==> src/rtl/lsu_cmpl_arbiter_if.sv <==
// Bundle of the load-finish, side-report and ROB completion signals around the
// LSU completion arbiter; master is the pipeline/ROB side, slave is the arbiter.
interface lsu_cmpl_arbiter_if #(
    parameter int ID_W = 7
);
    logic            flush;
    logic            ld_valid;
    logic [ID_W-1:0] ld_id;
    logic            ld_stall;
    logic            req_valid;
    logic            req_ready;
    logic [ID_W-1:0] req_id;
    logic            req_ls;
    logic            req_ex;
    logic [31:0]     req_bad_addr;
    logic            rob_valid;
    logic [ID_W-1:0] rob_id;
    logic            rob_ls;
    logic            rob_set_ex;
    logic [31:0]     rob_bad_addr;

    modport master (
        output flush, ld_valid, ld_id, req_valid, req_id, req_ls, req_ex, req_bad_addr,
        input  ld_stall, req_ready, rob_valid, rob_id, rob_ls, rob_set_ex, rob_bad_addr
    );

    modport slave (
        input  flush, ld_valid, ld_id, req_valid, req_id, req_ls, req_ex, req_bad_addr,
        output ld_stall, req_ready, rob_valid, rob_id, rob_ls, rob_set_ex, rob_bad_addr
    );
endinterface

==> src/rtl/lsu_cmpl_arbiter.sv <==
// Arbitrates the single registered ROB completion port between load-finish reports
// (priority) and FIFO-buffered side reports, with a wait counter bounding starvation.
module lsu_cmpl_arbiter #(
    parameter int DEPTH    = 4,
    parameter int MAX_WAIT = 3,
    parameter int ID_W     = 7
) (
    input logic                clk,
    input logic                rst,
    lsu_cmpl_arbiter_if.slave  bus
);
    localparam int PTR_W  = $clog2(DEPTH);
    localparam int CNT_W  = PTR_W + 1;
    localparam int WAIT_W = $clog2(MAX_WAIT + 1);
    localparam logic [CNT_W-1:0]  DEPTH_C = CNT_W'(DEPTH);
    localparam logic [WAIT_W-1:0] MAXW_C  = WAIT_W'(MAX_WAIT);

    typedef struct packed {
        logic [ID_W-1:0] id;
        logic            ls;
        logic            ex;
        logic [31:0]     addr;
    } rpt_t;

    rpt_t              mem_q [DEPTH];
    logic [PTR_W-1:0]  wr_ptr_q, wr_ptr_d;
    logic [PTR_W-1:0]  rd_ptr_q, rd_ptr_d;
    logic [CNT_W-1:0]  cnt_q, cnt_d;
    logic [WAIT_W-1:0] wait_q, wait_d;
    logic              rob_valid_q, rob_valid_d;
    rpt_t              rob_q, rob_d;

    logic fifo_empty, accept, ld_go, pop, bypass, push;
    rpt_t req_rpt, sel_rpt;

    assign fifo_empty   = (cnt_q == '0);
    assign bus.req_ready = (cnt_q < DEPTH_C);
    assign bus.ld_stall  = !fifo_empty && (wait_q == MAXW_C);

    assign req_rpt = '{id: bus.req_id, ls: bus.req_ls, ex: bus.req_ex, addr: bus.req_bad_addr};

    always_comb begin
        accept = bus.req_valid && bus.req_ready;
        ld_go  = !bus.flush && bus.ld_valid && !bus.ld_stall;
        pop    = !bus.flush && !ld_go && !fifo_empty;
        bypass = !bus.flush && !ld_go && fifo_empty && accept;
        push   = !bus.flush && accept && !bypass;
    end

    always_comb begin
        wr_ptr_d    = wr_ptr_q;
        rd_ptr_d    = rd_ptr_q;
        cnt_d       = cnt_q;
        wait_d      = wait_q;
        rob_valid_d = 1'b0;
        rob_d       = rob_q;
        sel_rpt     = pop ? mem_q[rd_ptr_q] : req_rpt;

        if (bus.flush) begin
            wr_ptr_d = '0;
            rd_ptr_d = '0;
            cnt_d    = '0;
            wait_d   = '0;
        end else begin
            if (push) wr_ptr_d = wr_ptr_q + PTR_W'(1);
            if (pop)  rd_ptr_d = rd_ptr_q + PTR_W'(1);
            case ({push, pop})
                2'b10:   cnt_d = cnt_q + CNT_W'(1);
                2'b01:   cnt_d = cnt_q - CNT_W'(1);
                default: cnt_d = cnt_q;
            endcase
            // Counter only ages an entry that was already waiting at this edge.
            if (pop || fifo_empty)   wait_d = '0;
            else if (wait_q != MAXW_C) wait_d = wait_q + WAIT_W'(1);

            if (ld_go) begin
                rob_valid_d = 1'b1;
                rob_d       = '{id: bus.ld_id, ls: 1'b0, ex: 1'b0, addr: 32'h0};
            end else if (pop || bypass) begin
                rob_valid_d = 1'b1;
                rob_d       = sel_rpt;
                rob_d.ls    = sel_rpt.ls && sel_rpt.ex;
            end
        end
    end

    always_ff @(posedge clk or posedge rst) begin
        if (rst) begin
            wr_ptr_q    <= '0;
            rd_ptr_q    <= '0;
            cnt_q       <= '0;
            wait_q      <= '0;
            rob_valid_q <= 1'b0;
            rob_q       <= '0;
        end else begin
            wr_ptr_q    <= wr_ptr_d;
            rd_ptr_q    <= rd_ptr_d;
            cnt_q       <= cnt_d;
            wait_q      <= wait_d;
            rob_valid_q <= rob_valid_d;
            rob_q       <= rob_d;
        end
    end

    // FIFO storage holds only payload; occupancy is tracked by the reset pointers.
    always_ff @(posedge clk) begin
        if (push) mem_q[wr_ptr_q] <= req_rpt;
    end

    assign bus.rob_valid    = rob_valid_q;
    assign bus.rob_id       = rob_q.id;
    assign bus.rob_ls       = rob_q.ls;
    assign bus.rob_set_ex   = rob_q.ex;
    assign bus.rob_bad_addr = rob_q.addr;
endmodule

==> src/flat_wrapper.sv <==
// flat-port wrapper written by rule: the top's interface ports become plain ports
module lsu_cmpl_arbiter_flat 
#(
    parameter int DEPTH    = 4,
    parameter int MAX_WAIT = 3,
    parameter int ID_W     = 7
)
  (clk, rst, bus_flush, bus_ld_valid, bus_ld_id, bus_req_valid, bus_req_id, bus_req_ls, bus_req_ex, bus_req_bad_addr, bus_ld_stall, bus_req_ready, bus_rob_valid, bus_rob_id, bus_rob_ls, bus_rob_set_ex, bus_rob_bad_addr);
  lsu_cmpl_arbiter_if #(.ID_W(ID_W)) bus_i ();
  input logic clk;
  input logic rst;
  input wire logic [$bits(bus_i.flush)-1:0] bus_flush;
  input wire logic [$bits(bus_i.ld_valid)-1:0] bus_ld_valid;
  input wire logic [$bits(bus_i.ld_id)-1:0] bus_ld_id;
  input wire logic [$bits(bus_i.req_valid)-1:0] bus_req_valid;
  input wire logic [$bits(bus_i.req_id)-1:0] bus_req_id;
  input wire logic [$bits(bus_i.req_ls)-1:0] bus_req_ls;
  input wire logic [$bits(bus_i.req_ex)-1:0] bus_req_ex;
  input wire logic [$bits(bus_i.req_bad_addr)-1:0] bus_req_bad_addr;
  output wire logic [$bits(bus_i.ld_stall)-1:0] bus_ld_stall;
  output wire logic [$bits(bus_i.req_ready)-1:0] bus_req_ready;
  output wire logic [$bits(bus_i.rob_valid)-1:0] bus_rob_valid;
  output wire logic [$bits(bus_i.rob_id)-1:0] bus_rob_id;
  output wire logic [$bits(bus_i.rob_ls)-1:0] bus_rob_ls;
  output wire logic [$bits(bus_i.rob_set_ex)-1:0] bus_rob_set_ex;
  output wire logic [$bits(bus_i.rob_bad_addr)-1:0] bus_rob_bad_addr;
  assign bus_i.flush = bus_flush;
  assign bus_i.ld_valid = bus_ld_valid;
  assign bus_i.ld_id = bus_ld_id;
  assign bus_i.req_valid = bus_req_valid;
  assign bus_i.req_id = bus_req_id;
  assign bus_i.req_ls = bus_req_ls;
  assign bus_i.req_ex = bus_req_ex;
  assign bus_i.req_bad_addr = bus_req_bad_addr;
  assign bus_ld_stall = bus_i.ld_stall;
  assign bus_req_ready = bus_i.req_ready;
  assign bus_rob_valid = bus_i.rob_valid;
  assign bus_rob_id = bus_i.rob_id;
  assign bus_rob_ls = bus_i.rob_ls;
  assign bus_rob_set_ex = bus_i.rob_set_ex;
  assign bus_rob_bad_addr = bus_i.rob_bad_addr;
  lsu_cmpl_arbiter #(.DEPTH(DEPTH), .MAX_WAIT(MAX_WAIT), .ID_W(ID_W)) u_core (.clk(clk), .rst(rst), .bus(bus_i));
endmodule
==> config.mk <==
export PLATFORM = sky130hd
export DESIGN_NAME = lsu_cmpl_arbiter_flat
export DESIGN_NICKNAME = d
export VERILOG_FILES = /design/src/rtl/lsu_cmpl_arbiter_if.sv /design/src/rtl/lsu_cmpl_arbiter.sv /design/src/flat_wrapper.sv
export SDC_FILE = /design/constraint.sdc
export NUM_CORES = 1
export LEC_CHECK = 0
export CAP_MARGIN = 20
export CORE_ASPECT_RATIO = 0.6
export CORE_MARGIN = 1
export CORE_UTILIZATION = 56
export DETAILED_ROUTE_END_ITERATION = 16
export PLACE_DENSITY = 0.88
export SLEW_MARGIN = 30
export SYNTH_ARGS = -nofsm -noshare
export SYNTH_HDL_FRONTEND = slang
export SYNTH_SLANG_ARGS = --single-unit
export TNS_END_PERCENT = 50
==> constraint.sdc <==
create_clock -name clk -period 3.4 [get_ports clk]
set_input_delay 1.02 -clock clk [delete_from_list [all_inputs] [get_ports clk]]
set_output_delay 1.02 -clock clk [all_outputs]
set_load 0.02 [all_outputs]
==> results of run 1 <==
## registers in the layout, indices dropped and copies added (netlist names)
name	cells
u_core.wait_q	2
u_core.bus.rob_set_ex	1
u_core.cnt_q	3
u_core.bus.rob_bad_addr	32
u_core.rd_ptr_q	2
u_core.bus.rob_valid	1
u_core.bus.rob_id	7
u_core.bus.rob_ls	1
u_core.mem_q	164
u_core.wr_ptr_q	2
## power breakdown
group          switching, µW  leakage, µW  internal (µW)  total [µW]
sequential              86.7      0.00215           2990        3070
combinational            471      0.00131            434         905
clock                    915     0.000320           1270        2180
total                   1470      0.00378           4690        6160
## worst paths after layout
kind                                  start  slack [ps]  depth (start not counted)                         end
setup / recovery            u_core.cnt_q[2]         130                          3                bus_ld_stall
hold / removal             u_core.wait_q[0]         460                          1            u_core.wait_q[0]
setup reg to reg            u_core.cnt_q[2]         890                          6             u_core.cnt_q[2]
hold reg to reg            u_core.wait_q[0]         460                          1            u_core.wait_q[0]
max in group asynchronous               rst        1930                          3          u_core.rd_ptr_q[1]
min in group asynchronous               rst         870                          2  u_core.bus.rob_bad_addr[5]
## cell usage after synthesis, types with 2 or more instances
library cell and count:
dfrtp_1 51, nand2b_1 2, inv_1 30, nor3_1 3
nand2_1 17, mux4_2 41, clkbuf_1 5, and2_1 5
o21ai_1 2, and4_1 7, a222oi_1 23, a211oi_1 7
nor2_1 20, o31ai_1 8, buf_6 7, a211o_1 2
a22o_1 2, buf_2 13, a21oi_1 12, edfxtp_1 164
buf_4 3, nand3_1 3, o21ai_0 11, ha_1 5
## layout make-up
class                           count  share of cell area, %
Clock buffer                       27                  5.529
Clock inverter                      9                 0.6223
Inverter                           30                  1.077
Multi-Input combinational cell    192                  19.08
Sequential cell                   215                  59.33
Tap cell                          198                  2.370
Timing Repair Buffer              120                  11.99
## metal layers
| metal | track usage [%] | part of all wire, % | vias to the layer above |
|---|---|---|---|
| met5 | 0 | 0 | - |
| met4 | 6.676 | 2.1 | 0 |
| met3 | 5.634 | 9.5 | 31 |
| met2 | 37.86 | 46 | 265 |
| met1 | 34.64 | 42 | 2501 |
| li1 | - | - | 2077 |
## critical path, stage by stage (launching register included)
cell and delay [ps]:
dfrtp_1 480, or3_4 550, and2_1 200, clkdlybuf4s50_1 530
## metrics by stage
step           worst slack [ps]  hold WS (ps)  instances
2_1_floorplan             148.7         419.2        465
3_3_place_gp              334.3         433.4        755
3_5_place_dp              256.8         444.1        755
4_1_cts                   123.9         452.3        791
5_1_grt                   47.01         483.3        791
6_report                  129.3         455.1        791
## kinds of logic (layout without fill, tap and decap cells)
kind of cell,Yosys count,after routing
AOI/OAI and AO/OA,71,71
muxes,42,42
xor gates and xnor gates,2,2
DFF,215,215
buffers and inverters,58,186
adders and majority gates,6,6
and+or+nand+nor,71,71
==> flow_summary.yaml, run 1 <==
die:
  coreArea_um2: 14630
  die_h_um: 97.37
  die_area_um2: 15670
  num_io_pins: 97
  die_width_um: 160.9
  initial_core_util_pct: 58.00
  row_count: 34
sta:
  fin_tns_setup_ps: 0
  final.min_clock_period_ps: 3271
  drv_slew: 0
  hold_viol_final: 0
  worst_pin_slew_ps: 905.7
  relSlewSlack_pct: 39.62
  rsz0062_at_grt: "no"
  max_freq_mhz: 305.7
  skew_ps: 6.801
  finalSetupViolCount: 0
  fin_crit_sh_pct: 96.20
power:
  power.static_leakage_uw: 0.003775
  power_density_nw_per_um2: 589.1
  ir_worst_vdd_v: 0.0005236
  total_power_uw: 6159
clock_tree:
  cts_tree: "yes"
  clkSlewWorstSetupHoldPaths_ps: 60
  cts_buffers: 20
  htreeDepth: 1
  ctsRootBufferMaster: "clkbuf_16"
  clk_latency_ps: 490
  cts_resized: 0
  cts_num_sinks: 215
  cts_hold_buf: 0
  cts_setup_buffers: 0
  clk_path_buf_depth: 3
routing:
  avgViaCountPerCell: 6.162
  routed_wirelength_mm: 18.28
  drc: 0
  wire_per_inst_um: 23.11
  drt-pass1-iter-count: 6
  ant_nets: 0
  initialDrtViolationCount: 575
  num_vias: 4874
global_route:
  antenna_found_initial: 0
  grt_overflow_total: 0
  grt_max_degree: 50
  grt_pass1_wl_mm: 28.60
  track_usage_pct: 24.22
  grt_pass1_vias: 5132
cells_and_area:
  layout-drive-gt1-share_pct: 18.38
  multi_input_area_um2: 1994
  final_common_cell: "edfxtp_1"
  area_delta_synth_final_pct: 23.17
  diodes: 0
  fin_nets: 638
  regArea_um2: 6203
  layout_common_cells: "edfxtp_1, clkdlybuf4s50_1, dfrtp_1, mux4_2, inv_1"
  n_fill_cell: 903
  post-route-cell-area_um2: 10460
  post-route-util_pct: 71.44
worst_setup_path:
  worstPathMaxFanout: 16
  critPathKind: "register to output port"
  crit_required_ps: 2380
  worstSetupEndpointType: "output port"
  cp-start-kind: "register"
  arrival_ps: 2250
synth:
  yosysWarnings: 0
  synthMuxAreaShare_pct: 11.06
  synth_top_family_by_area: "multiplexers"
  synth_edf_count: 164
  synth_fa_ha_area_share_pct: 0.9729
  synth-seq-cells: 215
  yosysTopAreaCellShare_pct: 58.02
  synth_area_leaders: "edfxtp_1, dfrtp_1, mux4_2, a222oi_1, inv_1"
  avgSynthCellArea_um2: 18.25
  synth_compound_area_share_pct: 6.574
  synth_seq_area_share_pct: 73.05
  synthSimpleGateAreaFrac_pct: 4.629
  synth_top_cell_by_area: "edfxtp_1"
  synth_ff_type: "edfxtp_1"
  synthesis.nets: 524
  synth_cell_types: 46
  synth_xor_area_share_pct: 0.2064
  synth_area_um2: 8488
  ys_async_sr_fraction_pct: 23.72
  synthCells: 465
placed_design:
  place_congestion: 0.8313
  place_area_um2: 9812
  portBuffers: 96
  hpwl_mm: 11.39
flow_run:
  maxCapViolations: 0
status:
  status: "completed"
min_path:
  hold_path_class: "register to register"
No activity file was read; power rests on OpenSTA's default activity.
==> run 2: changes to the inputs <==
- CORE_MARGIN: 1 -> 1.5
==> run 2 against run 1 <==
Via count shrank 1.5%. Cell count shrank 0.76%. Flip-flop and latch count is the same. Register-to-register slack is essentially flat. Global-route usage shrank 0.42 points. First-iteration DRC count shrank 6.6%. Sequential power is essentially flat. Clock power grew 13%. Combinational power shrank 2.4%. Critical endpoint unchanged. Largest cell class unchanged.
==> flow_summary.yaml, run 2 (same netlist as run 1, synthesis figures left out) <==
status:
  status: "completed"
routing:
  drt-pass1-iter-count: 8
  wire_per_inst_um: 23.24
  ant_nets: 0
  avgViaCountPerCell: 6.115
  num_vias: 4800
  routed_wirelength_mm: 18.24
  drc: 0
  initialDrtViolationCount: 537
clock_tree:
  clkSlewWorstSetupHoldPaths_ps: 70
  clk_latency_ps: 490
  ctsRootBufferMaster: "clkbuf_16"
  clk_path_buf_depth: 3
  cts_num_sinks: 215
  htreeDepth: 1
  cts_tree: "yes"
  cts_hold_buf: 0
  cts_buffers: 20
  cts_resized: 0
  cts_setup_buffers: 0
sta:
  max_freq_mhz: 305.1
  fin_tns_setup_ps: 0
  fin_crit_sh_pct: 96.41
  hold_viol_final: 0
  relSlewSlack_pct: 36.80
  final.min_clock_period_ps: 3278
  worst_pin_slew_ps: 944.6
  drv_slew: 0
  finalSetupViolCount: 0
  setup_slack_ps: 122.1
  rsz0062_at_grt: "no"
  skew_ps: 9.160
die:
  die_h_um: 98.37
  row_count: 34
  initial_core_util_pct: 58.00
  coreArea_um2: 14630
  die_width_um: 161.9
  num_io_pins: 97
  die_area_um2: 15930
worst_setup_path:
  arrival_ps: 2260
  critPathKind: "register to output port"
  worstPathMaxFanout: 16
  crit_required_ps: 2380
  worstSetupEndpointType: "output port"
  cpPeakStageDelay_ps: 550
  r2r_setup_slack_ps: 890
  crit_path_cell_trace: "or3_4 > and2_1 > clkdlybuf4s50_1"
  slowest_stage: "or3_4"
  cp-start-kind: "register"
placed_design:
  portBuffers: 96
  pre_cts_slack_ps: 237.7
  place_congestion: 0.7493
  hpwl_mm: 11.12
cells_and_area:
  top_register: "u_core.mem_q"
  layout-drive-gt1-share_pct: 17.55
  fin_nets: 632
  largest_register_ffs: 164
  diodes: 0
  area_delta_synth_final_pct: 23.23
  final_common_cell: "edfxtp_1"
  n_fill_cell: 911
  layout_common_cells: "edfxtp_1, clkdlybuf4s50_1, dfrtp_1, mux4_2, inv_1"
global_route:
  antenna_found_initial: 0
  track_usage_pct: 23.80
  grt_max_degree: 42
  grt_pass1_wl_mm: 28.03
  grt_overflow_total: 0
  grt_pass1_vias: 4876
min_path:
  hold_path_class: "register to register"
power:
  ir_worst_vdd_v: 0.0004810
  power.static_leakage_uw: 0.003758
  power_density_nw_per_um2: 615.4
flow_run:
  maxCapViolations: 0
==> run 2: changes by cell type in the layout (fill, tap and decap cells not counted) <==
cell	delta
clkinvlp_4	+2
buf_12	-3
buf_4	-3
clkbuf_8	-2
bufinv_16	+4
clkinv_1	-2
clkbuf_1	+2
clkinv_2	-4
==> run 2: worst paths after layout <==
path	startpoint	end	cells past startpoint
max reg2reg	u_core.cnt_q[2]	u_core.cnt_q[2]	6
min in group asynchronous	rst	u_core.bus.rob_bad_addr[19]	2
min	u_core.wait_q[0]	u_core.wait_q[0]	1
min reg2reg	u_core.wait_q[0]	u_core.wait_q[0]	1
max	u_core.cnt_q[2]	bus_ld_stall	3
max in group asynchronous	rst	u_core.rd_ptr_q[1]	3
==> run 2: layout make-up <==
| type | instances | area [µm²] | share of cell area (%) |
|---|---|---|---|
| sequential | 215 | 6203 | 59.31 |
| multi-input combinational | 192 | 1994 | 19.07 |
| timing repair buffer | 114 | 1171 | 11.20 |
| clock buffer | 27 | 558.0 | 5.335 |
| tap | 198 | 247.7 | 2.368 |
| clock inverter | 9 | 172.7 | 1.651 |
| inverter | 30 | 112.6 | 1.077 |
==> run 2: metal layers <==
layer	vias up	wire, µm	track usage, %
li1	2074	-	-
met1	2411	7460	34.75
met2	282	8530	36.74
met3	33	1888	4.928
met4	0	364	7.481
met5	-	0	0
==> run 2: metrics by stage <==
step	cells	total power (µW)	utilization, %	area [µm²]	hold slack [ps]
finish	785	6437	71.48	10460	452.9
global route	785	6641	71.48	10460	510.8
CTS	785	6476	71.48	10460	458.6
detailed placement	749	4024	66.48	9729	450.2
global placement	749	3983	66.48	9729	431.9
floorplan	465	3613	-	8488	419.2
==> run 2: report_power, final <==
part / leakage, µW / internal (µW) / switching [µW]
clock network: 0.000346 / 1530 / 932
registers: 0.00215 / 2990 / 102
logic: 0.00126 / 429 / 454
==> run 2: worst max-delay path, delay by kind of cell, from the launching register on <==
family                 cells  cell delay, ps
buffers and inverters      1             530
flip-flops                 1             480
AND/OR/NAND/NOR            2             750
